$ cat config.mk
export PLATFORM = sky130hd
export DESIGN_NAME = onehot_ring_sequencer
export DESIGN_NICKNAME = d
export VERILOG_FILES = /design/src/rtl/onehot_ring_sequencer_pkg.sv /design/src/rtl/onehot_ring_sequencer.sv
export SDC_FILE = /design/constraint.sdc
export NUM_CORES = 1
export LEC_CHECK = 0
export ABC_AREA = 1
export BUFFER_PORTS_ARGS = -buffer_cell sky130_fd_sc_hd__buf_2
export CAP_MARGIN = 20
export CORE_AREA = 5 5 42 44
export CTS_CLUSTER_SIZE = 8
export DETAILED_ROUTE_END_ITERATION = 8
export DIE_AREA = 0 0 47 49
export SETUP_SLACK_MARGIN = 0.3
export SYNTH_ARGS = -nofsm -noshare
export SYNTH_HDL_FRONTEND = slang
export SYNTH_SLANG_ARGS = --single-unit
$ cat constraint.sdc
create_clock -name clk -period 1.3 [get_ports clk]
set_clock_uncertainty 0.2 [all_clocks]
set_input_delay 0.13 -clock clk [delete_from_list [all_inputs] [get_ports clk]]
set_output_delay 0.13 -clock clk [all_outputs]
set_load 0.1 [all_outputs]
$ cat src/rtl/onehot_ring_sequencer_pkg.sv
// Shared types and helpers for the one-hot ring sequencer.
// Provides the FSM state enum, the default ring width and a one-hot encoder.
package onehot_pkg;

  typedef enum logic {
    ST_IDLE = 1'b0,
    ST_RUN  = 1'b1
  } onehot_state_t;

  localparam int ONEHOT_W = 4;

  // Callers truncate the result to their ring width, so widths up to 32 are supported.
  function automatic logic [31:0] onehot_of(input logic [31:0] idx);
    return 32'd1 << idx;
  endfunction

endpackage

$ cat src/rtl/onehot_ring_sequencer.sv
// Registered one-hot ring counter with direction control, direct load and wrap pulse.
// Optional idle/zero state (S = 0, clear input honoured) when ONEHOT_ZERO_STATE_EN is defined.
module onehot_ring_sequencer
  import onehot_pkg::*;
#(
  parameter int WIDTH = ONEHOT_W,
  parameter int IDX_W = $clog2(WIDTH)
) (
  input  logic                 clk,
  input  logic                 rst,
  input  logic                 en,
  input  logic                 dir,
  input  logic                 load,
  input  logic [IDX_W-1:0]     load_idx,
  input  logic                 clear,
  output logic [WIDTH-1:0]     S,
  output logic [IDX_W-1:0]     idx,
  output logic                 valid,
  output logic                 wrap,
  output logic                 load_err,
  output onehot_state_t        dbg_state
);

  localparam logic [IDX_W-1:0] LAST_IDX = IDX_W'(WIDTH - 1);
  localparam logic [WIDTH-1:0] BIT_LO   = WIDTH'(1);
  localparam logic [WIDTH-1:0] BIT_HI   = {1'b1, {(WIDTH-1){1'b0}}};

`ifdef ONEHOT_ZERO_STATE_EN
  localparam onehot_state_t    RST_STATE = ST_IDLE;
  localparam logic [WIDTH-1:0] RST_S     = '0;
`else
  localparam onehot_state_t    RST_STATE = ST_RUN;
  localparam logic [WIDTH-1:0] RST_S     = BIT_LO;
`endif

  onehot_state_t    r_state;
  logic [WIDTH-1:0] r_s;
  logic [IDX_W-1:0] r_idx;
  logic             r_wrap;
  logic             r_load_err;

  onehot_state_t    w_nxt_state;
  logic [WIDTH-1:0] w_nxt_s;
  logic [IDX_W-1:0] w_nxt_idx;
  logic             w_nxt_wrap;
  logic             w_nxt_load_err;
  logic             w_load_ok;
  logic [WIDTH-1:0] w_load_vec;

  // Out-of-range indices only exist when WIDTH is not a power of two.
  assign w_load_ok  = (32'(load_idx) < 32'(WIDTH));
  assign w_load_vec = WIDTH'(onehot_of(32'(load_idx)));

  always_comb begin
    w_nxt_state    = r_state;
    w_nxt_s        = r_s;
    w_nxt_idx      = r_idx;
    w_nxt_wrap     = 1'b0;
    w_nxt_load_err = 1'b0;
    if (load) begin
      if (w_load_ok) begin
        w_nxt_state = ST_RUN;
        w_nxt_s     = w_load_vec;
        w_nxt_idx   = load_idx;
      end else begin
        w_nxt_load_err = 1'b1;
      end
    end
`ifdef ONEHOT_ZERO_STATE_EN
    else if (clear) begin
      w_nxt_state = ST_IDLE;
      w_nxt_s     = '0;
      w_nxt_idx   = '0;
    end else if (en && (r_state == ST_IDLE)) begin
      w_nxt_state = ST_RUN;
      w_nxt_s     = dir ? BIT_HI : BIT_LO;
      w_nxt_idx   = dir ? LAST_IDX : '0;
    end
`endif
    else if (en) begin
      if (!dir) begin
        w_nxt_s    = {r_s[WIDTH-2:0], r_s[WIDTH-1]};
        w_nxt_idx  = (r_idx == LAST_IDX) ? '0 : r_idx + 1'b1;
        w_nxt_wrap = (r_idx == LAST_IDX);
      end else begin
        w_nxt_s    = {r_s[0], r_s[WIDTH-1:1]};
        w_nxt_idx  = (r_idx == '0) ? LAST_IDX : r_idx - 1'b1;
        w_nxt_wrap = (r_idx == '0);
      end
    end
  end

  always_ff @(posedge clk) begin
    if (rst) begin
      r_state    <= RST_STATE;
      r_s        <= RST_S;
      r_idx      <= '0;
      r_wrap     <= 1'b0;
      r_load_err <= 1'b0;
    end else begin
      r_state    <= w_nxt_state;
      r_s        <= w_nxt_s;
      r_idx      <= w_nxt_idx;
      r_wrap     <= w_nxt_wrap;
      r_load_err <= w_nxt_load_err;
    end
  end

  assign S         = r_s;
  assign idx       = r_idx;
  assign wrap      = r_wrap;
  assign load_err  = r_load_err;
  assign dbg_state = r_state;

`ifdef ONEHOT_ZERO_STATE_EN
  assign valid = (r_state == ST_RUN);
`else
  // Without the idle state the ring is always populated; clear has no effect.
  logic w_unused_clear;
  assign w_unused_clear = clear;
  assign valid          = 1'b1;
`endif

endmodule

==> run metrics <==
status=finished with violations; failing checks=hold timing; Critical Path Sink Type=output port; Synthesis Warnings=0; met3 WL=a little over 70 um; hold_buf cts=1; Die Width=between 40 and 50 um; most common cell after layout, fill and taps aside=nand2_1; Residual DRC=0; critical-path cell list=buf_4 > buf_12; WL final=around 1200 um; met2 routed WL=around 540 um; period utilisation layout=96.1%; Initial Utilization=33.5%; TritonCTS clock tree=built; Final Hold Fails=1; Core ar.=0.00140 mm2; Routed Antenna Nets=0; fin util=58.7%; cts bufs inserted=3; synthesized area=~470 um2; DIE AREA=0.00230 mm2; Placed Area=682 um2; Via density=~4.6; sw frac=a little over two fifths; setup_tns=0 ns; Pleak=approximately 0.0004 uW; post-DP HPWL=around 860 um; critical path type=register to output port; CP max-delay cell=dfxtp_4; Distinct cells, synth=17; fin. max-slew vios=0; Final Cell Area=between 800 and 900 um2; fmax=around 800 MHz; FF+latch count, synth=7; number of port buffers=13; largest net degree at the start of global routing=8; internal power=just under 500 uW; register area share after synthesis=between 20% and 30%; total track usage=between 10% and 20%; Syn-to-layout area delta=75.2%; Worst Hold Class=input port to register; # setup viols final=0; worst vdd ir=~0.00054 V; unrepaired setup endpoints after global routing=true; slowest stage delay, CP=about 0.36 ns; Reg clk slew, reported paths=roughly 0.05 ns; sequential cell area=164 um2; routability cong.=between 0.8 and 0.9; clk sinks=7; share of cells above drive strength 1=between 50% and 60%; vias=between 500 and 600; Min Hold Slack=-0.0179 ns; Startpoint Class=register; n_diodes=0; Top Metal Used=met4; met1 WL=~540 um; fillers=around 130; H-tree depth=1; commonest non-fill, non-tap cells in the layout=21 x nand2_1, 7 x nor2_1, 7 x inv_2, 7 x buf_12; Crit path arrival time=approximately 0.92 ns; MaxCap Viol Count=0; nets=110; IO Count=18; min cycle time layout=approximately 1.2 ns; root buf cell=clkbuf_4; CP Buf/Inv Count=2; P_sw=about 360 uW; grt ovf=0; Total Power=848 uW; worst path required time=0.97 ns; Worst Path Max Fanout=3; Reg power frac=29.7%; combinational power share=a little under half; DIE HEIGHT=approximately 50 um; WL/cell=between 10 and 15 um; DR iter-0 viols=3; Clock Tree Buf Depth=2; Post-Synthesis Cells=77; vias in the first global route=about 460; clock latency on the worst-skew pair=0.25 ns; Power Density=1030 mW/mm2; CP top delay family=flip-flops; # rows=14; clock share of power=a little under a quarter; antenna violations before repair=0; syn_area_per_cell=just over 6 um2; drt pass-1 iters=4; multi-input logic area=about 320 um2; first-pass GRT wire length=about 1800 um
## layer usage
metal | GRT usage, % | vias to the layer above
li1 | - | 279
met1 | 14.1 | 231
met2 | 15.4 | 14
met3 | 2.58 | 5
met4 | 9.68 | 0
met5 | 0 | -
## cell usage after synthesis
master	n	share of area, %
a21boi_1	1	1.6
a21oi_1	5	5.3
a21oi_2	1	1.9
buf_4	3	4.8
clkinv_1	1	0.80
conb_1	2	1.6
dfxtp_1	7	30
ha_1	2	5.3
inv_1	9	7.2
inv_2	2	1.6
nand2_1	25	20
nand2_2	1	1.3
nand2_4	1	2.4
nand3_1	6	6.4
nor2_1	7	5.6
o21ai_0	2	2.1
o21ai_1	2	2.1
## power by group through the flow
stage	Clock, uW	Sequential [uW]	Combinational, uW
2_1_floorplan	0	367	130
3_3_place_gp	0	261	336
3_5_place_dp	0	260	338
4_1_cts	212	253	351
5_1_grt	224	255	416
6_report	203	252	392
## sequential cells by signal, indices dropped and copies added (netlist names)
| name | cells |
|---|---|
| S | 4 |
| idx | 2 |
| wrap | 1 |
## cell type report
class / count / share of cell area (%)
Tap cell: 16 / 2.44
Sequential cell: 7 / 19.9
Clock buffer: 4 / 3.20
Inverter: 12 / 6.09
Timing Repair Buffer: 20 / 29.1
Multi-Input combinational cell: 56 / 39.3
## final timing paths
path          start      to  slack, ns  cells after the start
max          idx[1]  idx[1]       0.05                      2
min             dir    wrap      -0.02                      3
max reg2reg  idx[0]  idx[1]       0.05                      6
min reg2reg    S[1]    S[1]       0.38                      2
## tightest hold or removal path: cells and delay by family
family / cells / cell delay [ns]
AOI/OAI and AO/OA: 1 / 0.05
buffers and inverters: 1 / 0.15
and+or+nand+nor: 1 / 0.07
## metrics by stage
step / worst slack (ns) / std cells
4_1_cts: 0.0722 / 111
3_5_place_dp: 0.0841 / 104
2_1_floorplan: -0.0829 / 78
3_3_place_gp: 0.0918 / 104
5_1_grt: 0.0112 / 115
6_report: 0.0503 / 115
## cells by family after synthesis
kind of cell             Yosys count  share of synthesized area (%)
AND/OR/NAND/NOR                   40                           35.7
buffers and inverters             15                           14.4
AO/OA/AOI/OAI                     11                           13.1
flip-flops                         7                           29.9
adder cells (fa/ha/maj)            2                           5.33
other                              2                           1.60
## repair_timing
action	CTS	global route
setup buffers	2	4
endpoints found under the hold margin	3	1
setup endpoints to repair	10	13
resized for setup	0	16
pin swaps	0	6
(Power assumes the default switching activity.)
